File: src/rtl/control_unit_pipe.sv
`default_nettype none
// ============================================================================
// Module   : control_unit_pipe
// Brief    : Multi-lane RV32 decode with one registered output stage, a
//            split/unified mode FSM and saturating per-lane branch counters.
// Revision : 1.0
// ============================================================================
module control_unit_pipe #(
  parameter int LANES = 2,
  parameter int CNT_W = 16
) (
  input  logic                   clk,
  input  logic                   rst_n,
  input  logic                   mode,
  input  logic                   in_valid,
  output logic                   in_ready,
  input  logic [7*LANES-1:0]     opcode,
  input  logic [3*LANES-1:0]     funct3,
  input  logic [7*LANES-1:0]     funct7,
  output logic                   out_valid,
  input  logic                   out_ready,
  output logic [3*LANES-1:0]     alu_op,
  output logic [2*LANES-1:0]     alu_ctrl,
  output logic [LANES-1:0]       alu_src,
  output logic [LANES-1:0]       mem_write,
  output logic [LANES-1:0]       branch,
  output logic [3*LANES-1:0]     branch_type,
  output logic [LANES-1:0]       illegal,
  output logic                   active_mode,
  output logic [CNT_W*LANES-1:0] branch_cnt
);

  localparam logic [6:0] C_OP_R      = 7'b0110011;
  localparam logic [6:0] C_OP_I      = 7'b0010011;
  localparam logic [6:0] C_OP_LOAD   = 7'b0000011;
  localparam logic [6:0] C_OP_STORE  = 7'b0100011;
  localparam logic [6:0] C_OP_JALR   = 7'b1100111;
  localparam logic [6:0] C_OP_BRANCH = 7'b1100011;
  localparam logic [CNT_W-1:0] C_CNT_ONE = {{(CNT_W-1){1'b0}}, 1'b1};

  typedef enum logic [1:0] {
    S_RUN    = 2'd0,
    S_DRAIN  = 2'd1,
    S_SWITCH = 2'd2
  } state_t;

  state_t r_state;
  state_t w_state_nxt;

  logic [3*LANES-1:0] w_op;
  logic [2*LANES-1:0] w_ctrl;
  logic [3*LANES-1:0] w_op_sel;
  logic [2*LANES-1:0] w_ctrl_sel;
  logic [LANES-1:0]   w_src;
  logic [LANES-1:0]   w_mw;
  logic [LANES-1:0]   w_br;
  logic [3*LANES-1:0] w_bt;
  logic [LANES-1:0]   w_ill;
  logic               w_accept;
  logic               w_unused;

  // Only funct7[5] of each lane matters to this decoder.
  assign w_unused = ^funct7;

  function automatic logic [2:0] f_alu_op(input logic [2:0] f3);
    case (f3)
      3'b000:  f_alu_op = 3'b000;
      3'b111:  f_alu_op = 3'b001;
      3'b110:  f_alu_op = 3'b010;
      3'b100:  f_alu_op = 3'b011;
      3'b001:  f_alu_op = 3'b100;
      3'b101:  f_alu_op = 3'b101;
      3'b010:  f_alu_op = 3'b110;
      default: f_alu_op = 3'b111;
    endcase
  endfunction

  for (genvar gi = 0; gi < LANES; gi++) begin : g_lane
    logic [6:0] w_opc;
    logic [2:0] w_f3;
    logic       w_f7b5;
    logic [2:0] w_op_l;
    logic [1:0] w_ctrl_l;
    logic       w_src_l;
    logic       w_mw_l;
    logic       w_br_l;
    logic [2:0] w_bt_l;
    logic       w_ill_l;

    assign w_opc  = opcode[7*gi +: 7];
    assign w_f3   = funct3[3*gi +: 3];
    assign w_f7b5 = funct7[7*gi + 5];

    always_comb begin
      w_op_l   = 3'b000;
      w_ctrl_l = 2'b00;
      w_src_l  = 1'b0;
      w_mw_l   = 1'b0;
      w_br_l   = 1'b0;
      w_bt_l   = 3'b000;
      w_ill_l  = 1'b0;
      case (w_opc)
        C_OP_R, C_OP_I: begin
          w_op_l  = f_alu_op(w_f3);
          w_src_l = (w_opc == C_OP_I);
          if (w_f3 == 3'b101)
            w_ctrl_l = w_f7b5 ? 2'b11 : 2'b10;
          else if ((w_opc == C_OP_R) && (w_f3 == 3'b000) && w_f7b5)
            w_ctrl_l = 2'b01;
        end
        C_OP_LOAD, C_OP_JALR: w_src_l = 1'b1;
        C_OP_STORE: begin
          w_src_l = 1'b1;
          w_mw_l  = 1'b1;
        end
        C_OP_BRANCH: begin
          w_br_l = 1'b1;
          case (w_f3)
            3'b000:  w_bt_l = 3'b000;
            3'b001:  w_bt_l = 3'b001;
            3'b100:  w_bt_l = 3'b010;
            3'b101:  w_bt_l = 3'b011;
            3'b110:  w_bt_l = 3'b100;
            3'b111:  w_bt_l = 3'b101;
            default: begin
              w_br_l  = 1'b0;
              w_ill_l = 1'b1;
            end
          endcase
        end
        default: w_ill_l = 1'b1;
      endcase
    end

    assign w_op[3*gi +: 3]   = w_op_l;
    assign w_ctrl[2*gi +: 2] = w_ctrl_l;
    assign w_src[gi]         = w_src_l;
    assign w_mw[gi]          = w_mw_l;
    assign w_br[gi]          = w_br_l;
    assign w_bt[3*gi +: 3]   = w_bt_l;
    assign w_ill[gi]         = w_ill_l;

    // Unified mode gangs the ALU to lane 0; an illegal lane still reads all-zero.
    assign w_op_sel[3*gi +: 3]   = (active_mode && !w_ill_l) ? w_op[2:0]   : w_op_l;
    assign w_ctrl_sel[2*gi +: 2] = (active_mode && !w_ill_l) ? w_ctrl[1:0] : w_ctrl_l;
  end

  // A pending mode change blocks intake immediately, before the FSM leaves RUN.
  assign in_ready = rst_n && (r_state == S_RUN) && (mode == active_mode) &&
                    (!out_valid || out_ready);
  assign w_accept = in_valid && in_ready;

  always_comb begin
    w_state_nxt = r_state;
    case (r_state)
      S_RUN:    if (mode != active_mode) w_state_nxt = S_DRAIN;
      S_DRAIN:  if (!out_valid || out_ready) w_state_nxt = S_SWITCH;
      S_SWITCH: w_state_nxt = S_RUN;
      default:  w_state_nxt = S_RUN;
    endcase
  end

  always_ff @(posedge clk or negedge rst_n) begin
    if (!rst_n) begin
      r_state     <= S_RUN;
      active_mode <= 1'b0;
    end else begin
      r_state <= w_state_nxt;
      if (r_state == S_SWITCH)
        active_mode <= mode;
    end
  end

  always_ff @(posedge clk or negedge rst_n) begin
    if (!rst_n) begin
      out_valid   <= 1'b0;
      alu_op      <= '0;
      alu_ctrl    <= '0;
      alu_src     <= '0;
      mem_write   <= '0;
      branch      <= '0;
      branch_type <= '0;
      illegal     <= '0;
      branch_cnt  <= '0;
    end else begin
      if (w_accept) begin
        out_valid   <= 1'b1;
        alu_op      <= w_op_sel;
        alu_ctrl    <= w_ctrl_sel;
        alu_src     <= w_src;
        mem_write   <= w_mw;
        branch      <= w_br;
        branch_type <= w_bt;
        illegal     <= w_ill;
        for (int i = 0; i < LANES; i++) begin
          if (w_br[i] && (branch_cnt[CNT_W*i +: CNT_W] != {CNT_W{1'b1}}))
            branch_cnt[CNT_W*i +: CNT_W] <= branch_cnt[CNT_W*i +: CNT_W] + C_CNT_ONE;
        end
      end else if (out_ready) begin
        out_valid <= 1'b0;
      end
    end
  end

endmodule
`default_nettype wire

File: config.mk
export PLATFORM = sky130hd
export DESIGN_NAME = control_unit_pipe
export DESIGN_NICKNAME = d
export VERILOG_FILES = /design/src/rtl/control_unit_pipe.sv
export SDC_FILE = /design/constraint.sdc
export NUM_CORES = 1
export LEC_CHECK = 0
export BUFFER_PORTS_ARGS = -buffer_cell sky130_fd_sc_hd__buf_2
export CAP_MARGIN = 20
export CORE_MARGIN = 4
export CORE_UTILIZATION = 40
export CTS_CLUSTER_SIZE = 28
export DETAILED_ROUTE_END_ITERATION = 8
export GPL_ROUTABILITY_DRIVEN = 0
export GPL_TIMING_DRIVEN = 0
export PLACE_DENSITY = 0.71
export SETUP_SLACK_MARGIN = 0.15
export SYNTH_ARGS = -nofsm -noshare
export SYNTH_HDL_FRONTEND = slang
export SYNTH_SLANG_ARGS = --single-unit
File: constraint.sdc
create_clock -name clk -period 2.2 [get_ports clk]
set_input_delay 0 -clock clk [delete_from_list [all_inputs] [get_ports clk]]
set_output_delay 0 -clock clk [all_outputs]
set_load 0.005 [all_outputs]
; Yosys cells after proc, flatten, opt, wreduce, memory -nomap -nowiden
; Index checks and enable logic that the tools add are counted.
[word_totals]
regBits = 60
wordCells = 110
output_inout_bits = 59
[op_classes]
add_sub_neg = 2
n_eq_ne = 32
n_mux = 35
reduce_logical = 29
[op_table]
columns = cell, count
row1 = 3-bit one-hot mux with 7 select lines, 2
row2 = "16-bit by 1-bit adder with 16-bit output, second input constant", 2
row3 = "16-bit inequality test, second input constant", 2
row4 = 3-bit one-hot mux with 5 select lines, 2
row5 = "7-bit by 6-bit equality test with 1-bit output, second input constant", 4
row6 = "7-bit equality test, second input constant", 4
row7 = "3-bit equality test, second input constant", 8
row8 = 3-bit two-way mux, 5
row9 = "7-bit by 2-bit equality test with 1-bit output, second input constant", 2
row10 = "7-bit by 5-bit equality test with 1-bit output, second input constant", 2
row11 = 1-bit two-way mux, 14
row12 = 2-bit two-way mux, 7
row13 = 6-bit OR reduction, 2
row14 = 1-bit logical AND, 11
row15 = 5-bit OR reduction, 2
row16 = 1-bit one-hot mux with 2 select lines, 4
row17 = "3-bit by 1-bit equality test with 1-bit output, second input constant", 2
row18 = "3-bit by 2-bit equality test with 1-bit output, second input constant", 2
row19 = 3-bit zero test, 2
row20 = 2-bit AND reduction, 3
row21 = 3-bit OR reduction, 2
row22 = 2-bit one-hot mux with 2 select lines, 1
row23 = 2-bit OR reduction, 2
row24 = "2-bit by 1-bit equality test with 1-bit output, second input constant", 1
row25 = 9 further kinds, 10

; Longest topological paths before layout
; Gate-level depths: netlist of the first run.
[logic_depth]
ltp_word = 7
ltp_mapped = 7
ltp_nobuf = 6

; Worst setup path after synthesis of the first run
; OpenSTA, ideal clock, no wires.
[synth_timing]
path_type = register to register
startpoint = register branch_cnt[0]
endpoint = register branch_cnt[1]
period_less_slack_ps = 2046
setup_time_ps = 125
t_arrival_ps = 1921
path_stages_with_launch = 7
n_path_buf = 1
t_required_ps = 2075
setup_slack_ps = 154
cell_sequence = dfrtp_1 ha_1 and3_1 and3_1 clkbuf_1 a2111oi_4 mux2_2
[synth_via]
elab_chain_cells = 3
[synth_rtl]
columns = item, line_no
row1 = start: declaration, 30  ; output logic [CNT_W*LANES-1:0] branch_cnt
row2 = start signal: indexed assignment, 197  ; branch_cnt[CNT_W*i +: CNT_W] <= branch_cnt[CNT_W*i +: CNT_W] + C_CNT_ONE;
row3 = branches (longest 3 deep; another with 16-bit by 1-bit adder with 16-bit output), n/a
; Parallel ways; which one is timed is not known.
; A chain may end at the register's enable or synchronous reset.

; Worst setup path in the final report of the first run
[layout_timing]
startpoint = input opcode[4]
endpoint = register branch_cnt[15]
[layout_via]
elab_chain_cells = 4
[layout_rtl]
columns = item, line_no
row1 = start: declaration, 17  ; input logic [7*LANES-1:0] opcode,
row2 = 7-bit equality test, 102  ; case (w_opc)
row3 = 1-bit two-way mux, 102
row4 = 1-bit logical AND, 196  ; if (w_br[i] && (branch_cnt[CNT_W*i +: CNT_W] != {CNT_W{1'b1}}))
row5 = 2-bit AND reduction (no source line), n/a
; Every way passes these cells.

==> impl_metrics.yaml, run 1 <==
run_status:
  status: "finished clean"
layout:
  n_antenna_cell: 0
  drive_above_1_share: 0.332
  area_growth_pct: 37.6
  n_fill_cell: 672
  final_util: 0.571
  nNetsFinal: 467
clock_tree:
  numCtsBuffers: 9
  path_clk_slew_ns: 0.07
  cts_sinks: 60
  insertion_delay_ns: 0.34
  cts_tree: "built"
  clockBufferDepth: 2
  htreeDepth: 3
  root_buffer: "clkbuf_8"
yosys:
  synth_area_leader_cell: "dfrtp_1"
  synthTopCellsByArea: "dfrtp_1 (50%), nand2_1 (6.4%), xnor2_1 (4.9%)"
  synth.most_common_cell: "dfrtp_1"
  yosysTopAreaCellShare: 0.496
  syn_avg_cell_area_um2: 9.96
  synth_commonest_cells: "dfrtp_1 (60), nand2_1 (52), nor2_1 (17), xnor2_1 (17), nand4_1 (14)"
  synth-seq-area-share: 0.496
  ys_ff_latch: 60
  ys.flop_type: "dfrtp_1"
  synth_edf_count: 0
  netlist_area_mm2: 0.00303
  synthCells: 304
  ys_types: 52
  async_reset_ff_frac: 1.00
  postSynthNetCount: 345
  yosysWarnings: 0
power:
  intPower_mw: 1.97
  comb_power_share: 0.192
  p_clk_frac: 0.345
  leakagePower_nw: 2.03
  switching_power_mw: 0.804
  max-vdd-ir-drop_uv: 383
  finalPower_mw: 2.78
  switching_share: 0.290
  seqPwrFrac: 0.463
  p_per_area_mw_per_mm2: 667
min_path:
  hold_depth: 4
  whs_endpoint: "mem_write[1]"
  hold_path.startpoint: "opcode[13]"
  hp-class: "in2reg"
floorplan:
  io_pins: 98
  die-area_mm2: 0.00902
  die_y_um: 95.0
  core_mm2: 0.00729
  start_util: 0.415
  rows: 31
  die_x_um: 95.0
route:
  vias_per_cell: 5.26
  post_drt_wl_per_cell_um: 15.7
  via_count: 2788
  first_pass_iters: 4
  wl_mm: 8.31
  antenna_violating_nets_post_route: 0
  drtIter0Drc: 134
  drc: 0
critical_path:
  cp_cell_sequence: "dlygate4sd3_1, buf_2, nand3b_1, or3_1, buf_6, nor4_4, and4_1, mux2_2"
  cp_max_fo: 6
  crit_start: "opcode[4]"
  cp.arrival_ns: 2.24
  reg2reg_from: "branch_cnt[0]"
  cp_num_buf_inv: 3
  crit_family: "simple AND/OR/NAND/NOR gates"
  cp_slowest_cell: "dlygate4sd3_1"
  cp.required_ns: 2.43
  crit_type: "in2reg"
  cpPeakStageDelay_ns: 0.53
  cp-end-kind: "flip-flop"
  ff2ff_path_depth: 7
  ff2ff_setup_slack_ns: 0.19
  worstSetupStartpointType: "primary input"
  r2r-end: "branch_cnt[1]"
timing:
  setup_viol_count_final: 0
  clock_skew_ns: 0.0117
  hold_viol: 0
  hold_slack_ns: 0.0356
  rsz0062_at_grt: "true"
  worstMarginPinSlew_ns: 0.677
  fin_crit_sh: 0.916
  finalMaxSlewViolations: 0
  max_freq_mhz: 496
  max_slew_margin: 0.537
  finalCriticalPeriod_ns: 2.02
  layout_setup_ws_ns: 0.185
global_routing:
  grt_pass1_vias: 2629
  grt_max_degree: 33
  grt_remaining_overflow: 0
  grt_pass1_wl_mm: 13.0
  antenna_found_initial: 0
  grt_use_total: 0.189
placement:
  place_ws_ns: -0.368
  dp_hpwl_mm: 5.79
  io_buffer_count: 82
job:
  cap_violations: 0
==> what timing repair did <==
| item | in CTS | in global routing |
|---|---|---|
| setup endpoints to repair | 17 | 36 |
| hold endpoints to repair | 70 | 0 |
| buffers inserted | 4 | 5 |
| resized for setup | 7 | 18 |
| pin swaps | 1 | 6 |
| hold buffers | 19 | 0 |
==> worst reg2reg max path: cells and delay by family, from the launching register on <==
| family | cells | cell delay (ns) |
|---|---|---|
| AO/OA/AOI/OAI | 1 | 0.27 |
| buffers and inverters | 2 | 0.34 |
| adder cells (fa/ha/maj) | 1 | 0.20 |
| AND/OR/NAND/NOR | 2 | 0.36 |
| flip-flops | 1 | 0.40 |
| multiplexers | 1 | 0.34 |
==> cells in the final DEF, fill, tap and decap left out, types with 7 or more instances in the layout <==
master / Yosys / final
a21oi_1: 8 / 8
and3_1: 9 / 8
buf_12: 0 / 7
buf_2: 1 / 83
buf_4: 0 / 10
clkbuf_8: 0 / 9
dfrtp_1: 60 / 59
dlygate4sd3_1: 0 / 13
nand2_1: 52 / 52
nand3_1: 12 / 11
nand4_1: 14 / 14
nor2_1: 17 / 17
nor3_1: 11 / 9
o21ai_0: 7 / 7
xnor2_1: 17 / 16
xor2_1: 9 / 9
==> final cells by class <==
class / instances / area (µm²) / share of cell area
inverter: 5 / 18.8 / 0.00451
multi-input combinational: 228 / 1520 / 0.365
timing repair buffer: 111 / 751 / 0.180
clock buffer: 11 / 131 / 0.0316
buffer: 11 / 63.8 / 0.0153
sequential: 60 / 1500 / 0.361
clock inverter: 5 / 52.6 / 0.0126
tap: 99 / 124 / 0.0297
==> sequential cells by signal (all words and copies together), names as in the netlist <==
signal and count:
r_state 2, mem_write 2, active_mode 1, branch_cnt 32, alu_op 6, alu_src 2, out_valid 1, branch_type 6
illegal 2, branch 2, alu_ctrl 4
==> kinds of logic after synthesis <==
| group | after synthesis | synth area share |
|---|---|---|
| fa+ha+maj | 2 | 0.00827 |
| simple gates | 151 | 0.271 |
| buf+inv | 16 | 0.0227 |
| compound gates | 41 | 0.0980 |
| xor+xnor | 26 | 0.0752 |
| flops | 60 | 0.496 |
| mux | 8 | 0.0289 |
==> power groups by stage <==
stage,sequential [mW],clock [mW],combinational [mW]
after global placement,1.29,0,0.456
after floorplan,1.30,0,0.236
after global routing,1.30,1.02,0.591
after detailed placement,1.30,0,0.474
after CTS,1.28,0.963,0.533
final,1.29,0.958,0.533
==> metrics by stage <==
step                      std cells  setup TNS [ns]  instance area (µm²)
after floorplan                 304               0                 3030
after global placement          485          -22.11                 3560
after detailed placement        486           -6.42                 3580
after CTS                       525               0                 4080
after global routing            530               0                 4160
final                           530               0                 4160
==> per-layer routing <==
metal,vias to the layer above,share of wire,GRT usage
li1,1345,-,-
met1,1360,0.44,0.253
met2,67,0.49,0.296
met3,16,0.045,0.0359
met4,0,0.025,0.0877
met5,-,0,0
==> worst max path at each step <==
stage                          end  depth (start not counted)
finish              branch_cnt[15]                          8
global route         branch_cnt[1]                          7
CTS                  branch_cnt[1]                          7
detailed placement  branch_cnt[15]                          7
global placement    branch_cnt[15]                          6
floorplan            branch_cnt[1]                          6
(Power assumes the default switching activity.)
==> run 2: changes to the inputs <==
CORE_ASPECT_RATIO = 0.9   (was default)
PLACE_DENSITY = default   (was 0.71)
PLACE_DENSITY_LB_ADDON = 0.3   (was default)
==> run 2 against run 1 <==
Register-to-register slack better by 0.03 ns. Cell area down 0.30%. Die area about the same. First-iteration DRC count up 10%. Critical endpoint is now branch_cnt[1]. Largest cell class unchanged.
==> impl_metrics.yaml, run 2 (synthesis gave the netlist of run 1 again) <==
clock_tree:
  path_clk_slew_ns: 0.08
  clockBufferDepth: 2
  numCtsBuffers: 9
  cts_tree: "built"
  htreeDepth: 3
  cts_sinks: 60
  root_buffer: "clkbuf_8"
  insertion_delay_ns: 0.33
power:
  p_per_area_mw_per_mm2: 667
  intPower_mw: 1.97
  max-vdd-ir-drop_uv: 380
  leakagePower_nw: 2.06
  comb_power_share: 0.192
  switching_share: 0.286
  switching_power_mw: 0.792
  seqPwrFrac: 0.464
  p_clk_frac: 0.343
layout:
  largest_reg_flops: 32
  final_cell_mix: "buf_2 (82), dfrtp_1 (59), nand2_1 (52), nor2_1 (17), xnor2_1 (16)"
  nNetsFinal: 467
  drive_above_1_share: 0.339
  n_antenna_cell: 0
  final_common_cell: "buf_2"
  top_register: "branch_cnt"
  area_growth_pct: 37.2
  fin_area_mm2: 0.00415
  reg_top3: "branch_cnt x32, alu_op x6, branch_type x6"
critical_path:
  crit_type: "reg2reg"
  cp_max_fo: 7
  cp.arrival_ns: 2.20
  cp-end-kind: "flip-flop"
  worstSetupStartpointType: "flip-flop"
  cp.required_ns: 2.42
placement:
  io_buffer_count: 82
  dp_hpwl_mm: 5.86
  place_ws_ns: -0.423
  place_area_mm2: 0.00357
global_routing:
  grt_use_total: 0.189
  grt_pass1_wl_mm: 13.8
  antenna_found_initial: 0
  grt_remaining_overflow: 0
  grt_max_degree: 32
  grt_pass1_vias: 2731
timing:
  finalMaxSlewViolations: 0
  fin_crit_sh: 0.899
  hold_viol: 0
  rsz0062_at_grt: "false"
  setup_viol_count_final: 0
  max_slew_margin: 0.547
  layout_setup_ws_ns: 0.222
  finalCriticalPeriod_ns: 1.98
  worstMarginPinSlew_ns: 0.679
  clock_skew_ns: 0.0144
  max_freq_mhz: 506
route:
  antenna_violating_nets_post_route: 0
  wl_mm: 8.37
  via_count: 2739
  vias_per_cell: 5.23
  first_pass_iters: 4
  drc: 0
  post_drt_wl_per_cell_um: 16.0
  drtIter0Drc: 148
floorplan:
  die-area_mm2: 0.00902
  die_x_um: 99.7
  io_pins: 98
  core_mm2: 0.00722
  start_util: 0.419
  die_y_um: 90.5
  rows: 29
job:
  cap_violations: 0
run_status:
  status: "finished clean"
min_path:
  hp-class: "in2reg"
-- run 2: layout make-up --
class	count	area [µm²]
clock inverter	5	52.6
timing repair buffer	111	752
sequential	60	1500
clock buffer	11	131
inverter	5	18.8
fill	627	3070
tap	93	116
buffer	11	60.1
multi-input combinational	228	1520
-- run 2: what timing repair did --
| item | in CTS | in global routing |
|---|---|---|
| setup buffers | 5 | 6 |
| pin swaps | 1 | 7 |
| endpoints found under the setup margin | 25 | 19 |
| resized for setup | 10 | 14 |
| endpoints found under the hold margin | 67 | 0 |
| hold buffers | 17 | 0 |
-- run 2: per-layer routing --
metal  global-route usage  share of wire  vias to the layer above
met1                0.265           0.45                     1318
met5                    0              0                        -
li1                     -              -                     1344
met3               0.0286          0.052                        4
met4               0.0569         0.0085                        0
met2                0.300           0.49                       73
-- run 2: stage by stage --
| stage | power (mW) | std cells | utilization | TNS [ns] | hold WS [ns] |
|---|---|---|---|---|---|
| detailed placement | 1.78 | 480 | 0.495 | -9.59 | 0.0994 |
| floorplan | 1.54 | 304 | - | 0 | -0.296 |
| global placement | 1.76 | 479 | 0.492 | -25.55 | 0.276 |
| global route | 2.92 | 524 | 0.575 | 0 | 0.0320 |
| finish | 2.77 | 524 | 0.575 | 0 | 0.0158 |
| CTS | 2.79 | 518 | 0.563 | 0 | 0.00253 |
-- run 2: path summary, 6_finish.rpt --
path | from | endpoint | slack, ns | cells past startpoint
worst max-delay path | branch_cnt[0] | branch_cnt[1] | 0.22 | 7
worst min-delay path | opcode[3] | mem_write[0] | 0.02 | 3
worst max register to register | branch_cnt[0] | branch_cnt[1] | 0.22 | 7
worst min register to register | branch[0] | branch[0] | 0.48 | 2
max in group asynchronous | rst_n | active_mode | 1.40 | 7
min in group asynchronous | rst_n | branch_cnt[5] | 0.59 | 7
-- run 2: worst max-delay path, cell delays in order (launching register included) --
cell and delay, ns:
dfrtp_1 0.40, ha_2 0.20, and3_4 0.15, and3_1 0.17, buf_4 0.16, a2111oi_4 0.29
buf_6 0.18, mux2_2 0.33
-- run 2: power groups by stage --
stage	clock, mW	combinational, mW	sequential, mW
3_5_place_dp	0	0.471	1.30
3_3_place_gp	0	0.456	1.30
2_1_floorplan	0	0.236	1.30
6_report	0.950	0.532	1.29
4_1_cts	0.973	0.532	1.29
5_1_grt	1.02	0.606	1.30
